## src/rtl/debug_frame_tx.sv

```systemverilog
// Debug-link UART transmitter: snapshots seven debug bytes on start and sends
// SYNC, the seven bytes and an XOR checksum as one 8N1 frame.
module debug_frame_tx #(
  parameter int          CLKS_PER_BIT = 16,
  parameter logic [7:0]  SYNC_BYTE    = 8'hA5
) (
  input  logic       clk,
  input  logic       nreset,
  input  logic       start,
  input  logic [7:0] debug_port1,
  input  logic [7:0] debug_port2,
  input  logic [7:0] debug_port3,
  input  logic [7:0] debug_port4,
  input  logic [7:0] debug_port5,
  input  logic [7:0] debug_port6,
  input  logic [7:0] debug_port7,
  output logic       tx,
  output logic       busy,
  output logic       done
);

  localparam int BW = (CLKS_PER_BIT > 1) ? $clog2(CLKS_PER_BIT) : 1;
  localparam logic [BW-1:0] BAUD_LAST = BW'(CLKS_PER_BIT - 1);

  typedef enum logic [1:0] {IDLE, START, DATA, STOP} state_t;

  state_t          state_reg, state_next;
  logic [BW-1:0]   baud_reg, baud_next;
  logic [2:0]      bit_reg, bit_next;
  logic [3:0]      byte_reg, byte_next;
  logic            tx_reg, tx_next;
  logic            busy_reg, busy_next;
  logic            done_reg, done_next;
  logic            snap_load;

  logic [7:0]      port_bytes [7];
  logic [7:0]      snap_reg [7];
  logic [7:0]      chk_byte;
  logic [7:0]      cur_byte;
  logic            baud_last;

  assign port_bytes[0] = debug_port1;
  assign port_bytes[1] = debug_port2;
  assign port_bytes[2] = debug_port3;
  assign port_bytes[3] = debug_port4;
  assign port_bytes[4] = debug_port5;
  assign port_bytes[5] = debug_port6;
  assign port_bytes[6] = debug_port7;

  always_ff @(posedge clk or negedge nreset) begin
    if (!nreset) begin
      for (int i = 0; i < 7; i++) snap_reg[i] <= 8'h00;
    end else if (snap_load) begin
      for (int i = 0; i < 7; i++) snap_reg[i] <= port_bytes[i];
    end
  end

  // Checksum comes from the snapshot, so port changes mid-frame never leak in.
  always_comb begin
    chk_byte = SYNC_BYTE;
    for (int i = 0; i < 7; i++) chk_byte = chk_byte ^ snap_reg[i];
  end

  always_comb begin
    cur_byte = chk_byte;
    if (byte_reg == 4'd0) cur_byte = SYNC_BYTE;
    for (int i = 0; i < 7; i++) begin
      if (byte_reg == 4'(i + 1)) cur_byte = snap_reg[i];
    end
  end

  assign baud_last = (baud_reg == BAUD_LAST);

  always_ff @(posedge clk or negedge nreset) begin
    if (!nreset) begin
      state_reg <= IDLE;
      baud_reg  <= '0;
      bit_reg   <= 3'd0;
      byte_reg  <= 4'd0;
      tx_reg    <= 1'b1;
      busy_reg  <= 1'b0;
      done_reg  <= 1'b0;
    end else begin
      state_reg <= state_next;
      baud_reg  <= baud_next;
      bit_reg   <= bit_next;
      byte_reg  <= byte_next;
      tx_reg    <= tx_next;
      busy_reg  <= busy_next;
      done_reg  <= done_next;
    end
  end

  // tx is computed one step ahead so the line level is registered on the
  // same edge the state changes.
  always_comb begin
    state_next = state_reg;
    baud_next  = baud_reg;
    bit_next   = bit_reg;
    byte_next  = byte_reg;
    tx_next    = tx_reg;
    busy_next  = busy_reg;
    done_next  = 1'b0;
    snap_load  = 1'b0;
    case (state_reg)
      IDLE: begin
        tx_next   = 1'b1;
        busy_next = 1'b0;
        if (start) begin
          state_next = START;
          baud_next  = '0;
          bit_next   = 3'd0;
          byte_next  = 4'd0;
          tx_next    = 1'b0;
          busy_next  = 1'b1;
          snap_load  = 1'b1;
        end
      end
      START: begin
        if (baud_last) begin
          baud_next  = '0;
          bit_next   = 3'd0;
          state_next = DATA;
          tx_next    = cur_byte[0];
        end else begin
          baud_next = baud_reg + BW'(1);
        end
      end
      DATA: begin
        if (baud_last) begin
          baud_next = '0;
          if (bit_reg == 3'd7) begin
            state_next = STOP;
            tx_next    = 1'b1;
          end else begin
            bit_next = bit_reg + 3'd1;
            tx_next  = cur_byte[bit_reg + 3'd1];
          end
        end else begin
          baud_next = baud_reg + BW'(1);
        end
      end
      STOP: begin
        if (baud_last) begin
          baud_next = '0;
          if (byte_reg == 4'd8) begin
            state_next = IDLE;
            tx_next    = 1'b1;
            busy_next  = 1'b0;
            done_next  = 1'b1;
          end else begin
            byte_next  = byte_reg + 4'd1;
            state_next = START;
            tx_next    = 1'b0;
          end
        end else begin
          baud_next = baud_reg + BW'(1);
        end
      end
      default: state_next = IDLE;
    endcase
  end

  assign tx   = tx_reg;
  assign busy = busy_reg;
  assign done = done_reg;

endmodule

```

## config.mk

```make
export PLATFORM = sky130hd
export DESIGN_NAME = debug_frame_tx
export DESIGN_NICKNAME = d
export VERILOG_FILES = /design/src/rtl/debug_frame_tx.sv
export SDC_FILE = /design/constraint.sdc
export NUM_CORES = 1
export LEC_CHECK = 0
export ABC_CLOCK_PERIOD_IN_PS = 2080
export BUFFER_PORTS_ARGS = -buffer_cell sky130_fd_sc_hd__clkbuf_2
export CORE_ASPECT_RATIO = 1.25
export CORE_UTILIZATION = 25
export DETAILED_ROUTE_END_ITERATION = 8
export GPL_ROUTABILITY_DRIVEN = 0
export PLACE_DENSITY = 0.53
export REMOVE_ABC_BUFFERS = 1
export SLEW_MARGIN = 15
export SYNTH_ARGS = -nofsm -noshare
export SYNTH_HDL_FRONTEND = slang
export SYNTH_SLANG_ARGS = --single-unit
export TNS_END_PERCENT = 50
```

## constraint.sdc

```tcl
create_clock -name clk -period 2.08 [get_ports clk]
set_clock_uncertainty 0.2 [all_clocks]
set_input_delay 0.104 -clock clk [delete_from_list [all_inputs] [get_ports clk]]
set_output_delay 0.104 -clock clk [all_outputs]
set_load 0.01 [all_outputs]
```

==> metrics.csv, run 1 <==
stage;metric;value;unit
outcome;status;finished, violations left;
outcome;failing checks;negative setup slack;
grt;Remaining Overflow, GRT;0;
grt;vias in the first global route;4308;
floorplan;DIE WIDTH;120.3;um
power;Flop pwr share;0.251;
layout;max reg flops;56;
detailed_routing;drt drc;0;
worst_setup_path;Crit path required time;2130;ps
power;Max VDD drop;0.5927;mV
timing;minimum clock period;2357;ps
timing;worst setup margin;-276.9;ps
synthesis;syn avg cell area;10.38;sq um
floorplan;# IOs;62;
worst_setup_path;CP Launch Type;flip-flop;
detailed_routing;DR vias;4062;
power;cell internal pwr;0.006772;W
timing;unrepaired setup endpoints after global routing;true;
floorplan;Cell Rows;53;
grt;first-pass GRT wire length;20850;um
worst_setup_path;critical path capture point type;flip-flop;
synthesis;leading area contributor after synthesis;dfrtp_1;
hold_path;worst hold start;start;
cts;clock sinks;72;
worst_setup_path;Crit. Startpoint;byte_reg[1]$_DFFE_PN0P_;
cts;Reg clk slew, reported paths;60;ps
synthesis;Synth async-reset ratio;1.000;
cts;total CTS buffers;9;
synthesis;Seq/Total Area, Yosys;0.4125;
grt;All-Layer GR Usage;0.1489;
timing;final hold violations;0;
placement;dpl ws;-557.5;ps
detailed_routing;Initial DRC Count;222;
cts;Clock Tree Root;clkbuf_16;
detailed_routing;vias per inst;4.751;
placement;DP Area;0.005547;sq mm
timing;Slew @ Worst Pin;526.8;ps
timing;crit share post-route;1.133;
layout;P&R area growth vs syn;55.91;%
synthesis;Yosys warning count;0;
timing;final setup fails;1;
synthesis;Post-synth EDFFs;0;
timing;Peak Freq;0.4243;GHz
power;Comb pwr share;0.585;
floorplan;Die Height;149.8;um
synthesis;area share of the largest cell type after synthesis;0.4065;
cts;TritonCTS clock tree;yes;
synthesis;#FFs+latches synth;72;
cts;Clock Tree Buf Depth;2;
power;Clk network pwr share;0.164;
detailed_routing;drt wl/cell;15.31;um
placement;HPWL after detailed placement;9698;um
timing;normalized max-slew margin;0.6488;
synthesis;Netlist cell types;64;
detailed_routing;wirelength, routed;13090;um
power;Sw Ratio;0.3565;
power;P per Cell Area;1544;mW/mm^2
grt;largest net degree at the start of global routing;45;
cts;H-tree depth;3;
layout;Core Util, Final;0.4014;
worst_setup_path;reg2reg start;byte_reg[1]$_DFFE_PN0P_;
worst_setup_path;Max FO, Critical Path;6;
synthesis;Synth Instances;421;
cts;Skew-Pair Late Insertion Delay;340;ps
worst_setup_path;crit path DAT;2410;ps
floorplan;Core ar.;0.01698;sq mm
power;Switching Power;0.003752;W
synthesis;synthesized cell area;0.004370;sq mm
worst_setup_path;Setup CP Type;reg2reg;
grt;initial antenna violation count;0;
placement;Port Buf Inserts;61;
layout;diodes inserted;0;
timing;final slew viol count;0;
synthesis;top post-synthesis cells by area;dfrtp_1, mux2_2, xnor2_1;
detailed_routing;Final ANT Viol Nets;0;
layout;Design Area, Final;0.006814;sq mm
job;maxcap violations;0;
detailed_routing;TritonRoute pass-1 iters;4;
hold_path;HP Class;in2reg;
floorplan;die area;0.01802;sq mm
layout;ratio of cells with drive above 1 in the final layout;0.4331;
layout;fin nets;701;
floorplan;starting density of the core;0.2574;
power;Pleak;2.981;nW
synthesis;Synth Flop Type;dfrtp_1;
## timing repair
item,CTS,global route
setup endpoints to repair,7,40
resized for setup,22,42
pin swaps,5,17
endpoints found under the hold margin,128,0
hold buffers,57,0
setup buffers,6,3
## critical path, cell delays in order (launching register included)
cell and delay [ps]:
dfrtp_1 400, buf_6 140, ha_4 180, buf_6 130, buf_6 120, a221o_2 340, a221o_1 360, a21oi_2 170
o31a_1 160, a31oi_1 80
## cell usage in the layout (no fill, tap or decap), types with 3 or more instances in the layout
cell,n
nand2_1,25
nand3_1,5
a221oi_2,3
a21oi_2,3
xnor3_1,7
clkbuf_16,9
clkbuf_8,3
ha_1,7
inv_1,17
o22ai_1,4
a221o_1,3
o21ai_0,29
nand2b_1,3
a21oi_1,17
ha_4,4
o31ai_1,4
dlygate4sd3_1,57
mux2_2,47
xor2_1,7
a31oi_1,6
xnor2_1,24
nor2_1,16
o21ai_1,11
buf_4,95
buf_6,9
clkbuf_2,60
a22oi_1,3
nor2_2,3
nor3_1,8
a221oi_1,6
dfrtp_1,71
## cell usage after synthesis (all sizes together), types with 11 or more instances
master and n:
o21ai 41, xnor2 25, ha 12, dfrtp 71, a21oi 20, clkbuf 12
nor2 20, buf 13, nor3 11, inv 21, mux2 49, nand2 27
## power groups by stage
stage / sequential, W / combinational (W) / clock [W]
6_report: 0.00264 / 0.00616 / 0.00172
5_1_grt: 0.00271 / 0.00672 / 0.00183
4_1_cts: 0.00264 / 0.00587 / 0.00176
3_5_place_dp: 0.00266 / 0.00547 / 0
2_1_floorplan: 0.00258 / 0.00354 / 0
3_3_place_gp: 0.00262 / 0.00542 / 0
## worst paths after layout
path,end,slack [ps],depth (start not counted)
worst max-delay path,tx$_DFFE_PN1P_,-280,9
worst min-delay path,baud_reg[3]$_DFFE_PN0N_,60,5
worst max register to register,tx$_DFFE_PN1P_,-280,9
worst min register to register,baud_reg[1]$_DFFE_PN0N_,340,2
max in group asynchronous,snap_reg[54]$_DFFE_PN0P_,1010,3
min in group asynchronous,state_reg[1]$_DFFE_PN0P_,90,2
## cell type report
| cell class | instances | area (sq um) |
|---|---|---|
| clock inverters | 2 | 60.06 |
| fillers | 1702 | 10160 |
| multi-input cells | 303 | 2589 |
| inverters | 21 | 87.58 |
| clock buffers | 14 | 274.0 |
| repair buffers | 223 | 1725 |
| flip-flops and latches | 72 | 1803 |
| well taps | 220 | 275.3 |
## metrics by stage
stage / std cells / TNS (ps) / total power (W) / hold WS [ps]
after floorplan: 396 / -50460 / 0.006127 / -391.6
after CTS: 852 / -247.9 / 0.01027 / 93.77
after detailed placement: 773 / -732.0 / 0.008131 / -87.24
after global placement: 773 / -532.7 / 0.008037 / -89.04
after global routing: 855 / -400.5 / 0.01126 / 96.23
final: 855 / -276.9 / 0.01052 / 64.37
## layer usage
metal / up-vias / GRT usage / wire length [um]
met5: - / 0 / 0
met4: 0 / 0.06235 / 403
met3: 26 / 0.03087 / 391
met2: 91 / 0.2782 / 7123
met1: 1999 / 0.1615 / 5168
li1: 1946 / - / -
## cells by family (layout without fill, tap and decap cells)
logic type / after synthesis / in the layout / synth area share
fa+ha+maj: 12 / 12 / 0.03435
buf+inv: 46 / 260 / 0.05038
simple gates: 85 / 85 / 0.09476
mux: 51 / 51 / 0.1308
compound gates: 116 / 116 / 0.1752
flops: 72 / 72 / 0.4125
xor+xnor: 39 / 39 / 0.1019
No activity file was read; power rests on OpenSTA's default activity.
==> inputs of run 2 (changes only) <==
--- a/config.mk
+++ b/config.mk
@@ -5,13 +5,14 @@
 export SDC_FILE = /design/constraint.sdc
 export NUM_CORES = 1
 export LEC_CHECK = 0
+export ABC_AREA = 1
 export ABC_CLOCK_PERIOD_IN_PS = 2080
 export BUFFER_PORTS_ARGS = -buffer_cell sky130_fd_sc_hd__clkbuf_2
 export CORE_ASPECT_RATIO = 1.25
 export CORE_UTILIZATION = 25
 export DETAILED_ROUTE_END_ITERATION = 8
 export GPL_ROUTABILITY_DRIVEN = 0
-export PLACE_DENSITY = 0.53
+export PLACE_DENSITY = 0.52
 export REMOVE_ABC_BUFFERS = 1
 export SLEW_MARGIN = 15
 export SYNTH_ARGS = -nofsm -noshare
==> run 2 against run 1 <==
Effect of this change: the run still ends with negative setup slack left; cell area fell by 3.2%; clock power fell by 13%; register-to-register slack better by 90 ps; routed wire length grew 2.5%; fmax increased by 3.8%; core utilization fell by 4.0 points; total power decreased by 14%; highest routed layer unchanged; worst setup slack improved by 85 ps; global-route usage shrank 0.36 points; via count rose by 17%.
==> metrics.csv, run 2 <==
stage;metric;value;unit
synthesis;Netlist cell types;31;
synthesis;count leader, synth;nand2_1;
worst_setup_path;Slowest cell on crit path;dfrtp_1;
timing;final hold violations;0;
synthesis;top post-synthesis cells by area;dfrtp_1, nand2_1, o21ai_0;
synthesis;synthesized cell area;0.004691;sq mm
synthesis;Yosys warning count;0;
placement;HPWL after detailed placement;9917;um
cts;Reg clk slew, reported paths;60;ps
outcome;status;finished, violations left;
power;total power;0.009055;W
worst_setup_path;crit path DAT;2340;ps
cts;Skew-Pair Late Insertion Delay;330;ps
worst_setup_path;most used cell, CP;nand2_1;
worst_setup_path;depth of the worst register-to-register path;20;
detailed_routing;DR vias;4772;
synthesis;Synth Flop Type;dfrtp_1;
grt;largest net degree at the start of global routing;64;
detailed_routing;drt drc;0;
hold_path;HP Class;in2async;
synthesis;#FFs+latches synth;72;
detailed_routing;TritonRoute pass-1 iters;4;
power;P per Cell Area;1373;mW/mm^2
timing;crit share post-route;1.092;
worst_setup_path;Crit. Startpoint;byte_reg[0]$_DFFE_PN0P_;
timing;Slew @ Worst Pin;420.1;ps
detailed_routing;drt wl/cell;12.18;um
worst_setup_path;CP Launch Type;flip-flop;
timing;final slew viol count;0;
worst_setup_path;Crit path required time;2150;ps
layout;P&R area growth vs syn;40.57;%
cts;clock sinks;72;
power;Pleak;3.394;nW
detailed_routing;Final ANT Viol Nets;0;
grt;All-Layer GR Usage;0.1454;
timing;minimum clock period;2271;ps
synthesis;Synth async-reset ratio;1.000;
cts;Clock Tree Buf Depth;2;
synthesis;leading area contributor after synthesis;dfrtp_1;
layout;fin nets;940;
placement;Port Buf Inserts;61;
grt;initial antenna violation count;0;
timing;Peak Freq;0.4402;GHz
worst_setup_path;critical path capture point type;flip-flop;
timing;unrepaired setup endpoints after global routing;true;
timing;worst setup margin;-191.4;ps
worst_setup_path;Worst R2R End;tx$_DFFE_PN1P_;
synthesis;syn avg cell area;6.672;sq um
floorplan;Cell Rows;55;
worst_setup_path;Max FO, Critical Path;12;
synthesis;Seq/Total Area, Yosys;0.3844;
detailed_routing;wirelength, routed;13420;um
layout;ratio of cells with drive above 1 in the final layout;0.1899;
floorplan;Core ar.;0.01824;sq mm
layout;commonest non-fill, non-tap cell in the layout;nand2_1;
floorplan;die area;0.01932;sq mm
timing;setup TNS;-191.4;ps
worst_setup_path;CP Cell Sequence;inv_2 > ha_2 > inv_2 > nor2_4 > inv_4 > buf_4 > buf_4 > nand3_1 > nand3_1 > nand3_1 > nand3_1 > nand2_1 > nand2_1 > nand2_1 > nand2_1 > nand3_1 > nand3_2 > nand2_1 > nand2_1 > nand2_1;
synthesis;Synth top cells by count;nand2_1, inv_1, o21ai_0;
worst_setup_path;slowest stage delay, CP;430;ps
cts;TritonCTS clock tree;yes;
grt;vias in the first global route;4641;
worst_setup_path;Setup CP Type;reg2reg;
grt;Remaining Overflow, GRT;0;
floorplan;DIE WIDTH;124.5;um
worst_setup_path;reg2reg setup slack;-190;ps
cts;total CTS buffers;9;
synthesis;Synth Instances;703;
synthesis;Post-synth EDFFs;0;
detailed_routing;vias per inst;4.330;
layout;most frequent cells in the layout;nand2_1, inv_1, o21ai_0, dfrtp_1, clkbuf_2;
worst_setup_path;reg2reg start;byte_reg[0]$_DFFE_PN0P_;
power;Max VDD drop;0.4700;mV
layout;diodes inserted;0;
floorplan;starting density of the core;0.2572;
cts;H-tree depth;3;
floorplan;# IOs;62;
layout;max reg flops;56;
outcome;failing checks;negative setup slack;
cts;Clock Tree Root;clkbuf_16;
job;maxcap violations;0;
floorplan;Die Height;155.1;um
grt;first-pass GRT wire length;22520;um
synthesis;area share of the largest cell type after synthesis;0.3788;
detailed_routing;Initial DRC Count;218;
timing;final setup fails;1;
timing;normalized max-slew margin;0.7200;
run 2: cell count changes after synthesis, moves of 6 or more:
cell	previous run	this run
xnor2_1	24	10
o21ai_0	32	77
nor3_1	10	4
nor2_1	20	12
a31oi_1	6	0
xnor3_1	7	0
mux2_2	47	0
nand2_1	26	282
a21oi_1	19	11
inv_2	1	7
a221oi_1	10	0
inv_1	20	96
o21ai_1	9	3
nand3_1	5	63
run 2: cell type report:
class / instances / area (sq um)
Clock buffer: 13 / 270.3
Clock inverter: 3 / 15.01
Fill cell: 1928 / 11640
Inverter: 106 / 405.4
Multi-Input combinational cell: 507 / 2475
Sequential cell: 72 / 1803
Tap cell: 228 / 285.3
Timing Repair Buffer: 173 / 1340
run 2: kinds of logic (layout without fill, tap and decap cells):
group | after synthesis | in the layout | synth area share
xor gates and xnor gates | 21 | 21 | 0.03921
adders and majority gates | 12 | 12 | 0.03201
buffers and inverters | 124 | 295 | 0.1016
DFF | 72 | 72 | 0.3844
and+or+nand+nor | 379 | 379 | 0.3364
AOI/OAI and AO/OA | 95 | 95 | 0.1064
run 2: worst max-delay path by stage:
stage | depth (start not counted) | slack, ps | to
floorplan | 5 | -1000 | snap_reg[0]$_DFFE_PN0P_
global placement | 21 | -190 | tx$_DFFE_PN1P_
detailed placement | 21 | -240 | tx$_DFFE_PN1P_
CTS | 21 | -180 | tx$_DFFE_PN1P_
global route | 17 | -390 | tx$_DFFE_PN1P_
finish | 20 | -190 | tx$_DFFE_PN1P_
run 2: per-layer routing:
| layer | part of all wire | track usage | up-vias |
|---|---|---|---|
| met5 | 0 | 0 | - |
| met4 | 0.012 | 0.04360 | 0 |
| met3 | 0.021 | 0.02063 | 14 |
| met2 | 0.52 | 0.2710 | 47 |
| met1 | 0.44 | 0.1710 | 2191 |
| li1 | - | - | 2520 |
run 2: repair_timing:
item / in CTS / in global routing
buffers inserted: 1 / 2
pin swaps: 4 / 13
resized for setup: 14 / 13
setup endpoints to repair: 1 / 7
hold endpoints to repair: 128 / 0
hold buffers: 57 / 0
run 2: power by group:
part | leakage, nW | switching (W) | internal (W)
clock | 0.145 | 0.000586 | 0.000900
sequential | 0.899 | 0.000616 | 0.00204
combinational | 2.35 | 0.00281 | 0.00210
run 2: through the flow:
| stage | instances | setup WS (ps) | utilization | hold slack [ps] | cell area (sq um) |
|---|---|---|---|---|---|
| 2_1_floorplan | 685 | -1005 | - | -391.6 | 4612 |
| 3_3_place_gp | 1026 | -190.4 | 0.3089 | -120.5 | 5633 |
| 3_5_place_dp | 1026 | -243.5 | 0.3089 | -124.7 | 5633 |
| 4_1_cts | 1100 | -180.0 | 0.3584 | 57.60 | 6536 |
| 5_1_grt | 1102 | -387.2 | 0.3616 | 102.9 | 6594 |
| 6_report | 1102 | -191.4 | 0.3616 | 47.79 | 6594 |
run 2: critical path: cells and delay by family (launching register included):
family | cells | cell delay, ps
adders and majority gates | 1 | 170
buffers and inverters | 5 | 490
DFF | 1 | 430
and+or+nand+nor | 14 | 920
==> inputs of run 3 (changes only) <==
--- a/config.mk
+++ b/config.mk
@@ -8,10 +8,11 @@
 export ABC_AREA = 1
 export ABC_CLOCK_PERIOD_IN_PS = 2080
 export BUFFER_PORTS_ARGS = -buffer_cell sky130_fd_sc_hd__clkbuf_2
-export CORE_ASPECT_RATIO = 1.25
+export CORE_ASPECT_RATIO = 0.8
 export CORE_UTILIZATION = 25
 export DETAILED_ROUTE_END_ITERATION = 8
 export GPL_ROUTABILITY_DRIVEN = 0
+export MAX_ROUTING_LAYER = met4
 export PLACE_DENSITY = 0.52
 export REMOVE_ABC_BUFFERS = 1
 export SLEW_MARGIN = 15
==> run 3 against run 2 <==
Effect of this change: the flow still finishes with violations (negative setup slack); sequential power is essentially flat; first-iteration DRC count grew 20%; via count shrank 0.15%; largest power group unchanged; fmax grew 0.50%; hold slack lost 1.4 ps.
==> metrics.csv, run 3 (synthesis results as in run 2) <==
stage;metric;value;unit
floorplan;Cell Rows;44;
worst_setup_path;CP Cell Sequence;inv_2 > ha_4 > nand3_2 > inv_2 > a31oi_4 > buf_12 > nand3_1 > nand2_1 > nand2_1 > nand3_1 > nand3_1 > nand2_1 > nand2_1 > nand2_1 > nand3_1 > nand3_1 > nand3_1 > nand2_1 > nand2_1 > nand2_1;
worst_setup_path;Max FO, Critical Path;8;
worst_setup_path;cell family with the largest share of critical-path delay;simple AND/OR/NAND/NOR gates;
layout;Storage cell area;0.001804;sq mm
cts;H-tree depth;3;
timing;Peak Freq;0.4424;GHz
power;cell internal pwr;0.005064;W
power;P per Cell Area;1364;mW/mm^2
power;Switching Power;0.004014;W
layout;Fillers;1965;
timing;crit share post-route;1.087;
worst_setup_path;most used cell, CP;nand2_1;
cts;Clock Tree Buf Depth;2;
worst_setup_path;Setup CP Type;reg2reg;
worst_setup_path;crit path DAT;2340;ps
detailed_routing;DR vias;4765;
cts;Reg clk slew, reported paths;60;ps
floorplan;Core ar.;0.01828;sq mm
layout;fin nets;939;
layout;diodes inserted;0;
placement;dpl ws;-205.3;ps
cts;Clock Tree Root;clkbuf_16;
timing;setup TNS;-180.2;ps
detailed_routing;drt drc;0;
grt;Remaining Overflow, GRT;0;
power;Max VDD drop;0.4227;mV
layout;P&R area growth vs syn;41.90;%
grt;largest net degree at the start of global routing;51;
timing;final hold violations;0;
layout;max reg flops;56;
grt;first-pass GRT wire length;21690;um
timing;normalized max-slew margin;0.6624;
timing;Slew @ Worst Pin;506.3;ps
cts;TritonCTS clock tree;yes;
hold_path;HP Class;in2reg;
layout;commonest non-fill, non-tap cell in the layout;nand2_1;
layout;most frequent cells in the layout;nand2_1, inv_1, o21ai_0, dfrtp_1, nand3_1;
worst_setup_path;slowest stage delay, CP;380;ps
worst_setup_path;CP Launch Type;flip-flop;
timing;minimum clock period;2260;ps
layout;ratio of cells with drive above 1 in the final layout;0.1913;
power;Flop pwr share;0.293;
layout;area of the multi-input gates;0.002489;sq mm
cts;clock sinks;72;
floorplan;starting density of the core;0.2566;
cts;Skew-Pair Late Insertion Delay;330;ps
cts;total CTS buffers;9;
floorplan;die area;0.01932;sq mm
detailed_routing;vias per inst;4.232;
worst_setup_path;Crit path required time;2160;ps
detailed_routing;TritonRoute pass-1 iters;5;
worst_setup_path;Slowest cell on crit path;dfrtp_1;
detailed_routing;Initial DRC Count;261;
worst_setup_path;CP Buf/Inv Count;3;
worst_setup_path;critical path capture point type;flip-flop;
timing;worst setup margin;-180.2;ps
power;Pleak;3.400;nW
detailed_routing;drt wl/cell;11.99;um
timing;final slew viol count;0;
floorplan;# IOs;62;
timing;final setup fails;1;
grt;vias in the first global route;4474;
detailed_routing;Final ANT Viol Nets;0;
power;Sw Ratio;0.4422;
floorplan;DIE WIDTH;155.1;um
placement;Port Buf Inserts;61;
placement;HPWL after detailed placement;9699;um
grt;All-Layer GR Usage;0.1459;
outcome;status;finished, violations left;
power;Comb pwr share;0.534;
outcome;failing checks;negative setup slack;
job;maxcap violations;0;
floorplan;Die Height;124.5;um
timing;unrepaired setup endpoints after global routing;true;
detailed_routing;wirelength, routed;13500;um
power;total power;0.009078;W
grt;initial antenna violation count;0;
power;Clk network pwr share;0.174;
==> run 3: area by class of cell <==
class                      instances  area share
timing repair buffer             171      0.1998
clock inverter                     3    0.006015
timing repair inverter             1   0.0009399
multi-input combinational        507      0.3739
inverter                         106     0.06165
tap                              253     0.04756
sequential                        72      0.2711
clock buffer                      13     0.03910
==> run 3: what timing repair did <==
action	CTS	global route
endpoints found under the hold margin	127	0
hold buffers	57	0
setup endpoints to repair	1	5
gates resized for setup	12	22
cloned	0	1
pin swaps	2	9
buffers inserted	3	3
==> run 3: power by group through the flow <==
stage | clock [W] | combinational [W] | sequential, W
after CTS | 0.00162 | 0.00474 | 0.00265
after global routing | 0.00166 | 0.00557 | 0.00276
after detailed placement | 0 | 0.00457 | 0.00266
after floorplan | 0 | 0.00326 | 0.00251
final | 0.00158 | 0.00484 | 0.00266
after global placement | 0 | 0.00451 | 0.00266
==> run 3: path summary, 6_finish.rpt <==
check / start / to / slack [ps] / cells after the start
worst max-delay path: byte_reg[1]$_DFFE_PN0P_ / tx$_DFFE_PN1P_ / -180 / 20
worst min-delay path: start / baud_reg[3]$_DFFE_PN0N_ / 50 / 5
worst max register to register: byte_reg[1]$_DFFE_PN0P_ / tx$_DFFE_PN1P_ / -180 / 20
worst min register to register: tx$_DFFE_PN1P_ / tx$_DFFE_PN1P_ / 290 / 2
max in group asynchronous: nreset / tx$_DFFE_PN1P_ / 970 / 3
min in group asynchronous: nreset / snap_reg[20]$_DFFE_PN0P_ / 80 / 2
==> run 3: routing by layer <==
layer,global-route usage,vias up,wire [um]
met2,0.2220,108,5853
met4,0.03145,0,144
met1,0.2018,2127,6857
met5,-,-,0
li1,-,2518,-
met3,0.02505,12,643
==> run 3: worst register-to-register path: cells and delay by family, from the launching register on <==
kind | cells | cell delay (ps)
AO/OA/AOI/OAI | 1 | 170
adder cells (fa/ha/maj) | 1 | 160
buffers and inverters | 3 | 280
flip-flops | 1 | 380
AND/OR/NAND/NOR | 15 | 990
==> run 3: per-stage QoR <==
stage / utilization / area [sq um] / hold slack [ps] / cells
6_report: 0.3642 / 6656 / 46.41 / 1126
3_5_place_dp: 0.3085 / 5639 / -91.64 / 1046
4_1_cts: 0.3592 / 6565 / 42.92 / 1122
3_3_place_gp: 0.3085 / 5639 / -90.27 / 1046
5_1_grt: 0.3642 / 6656 / 79.16 / 1126
2_1_floorplan: - / 4612 / -391.6 / 685
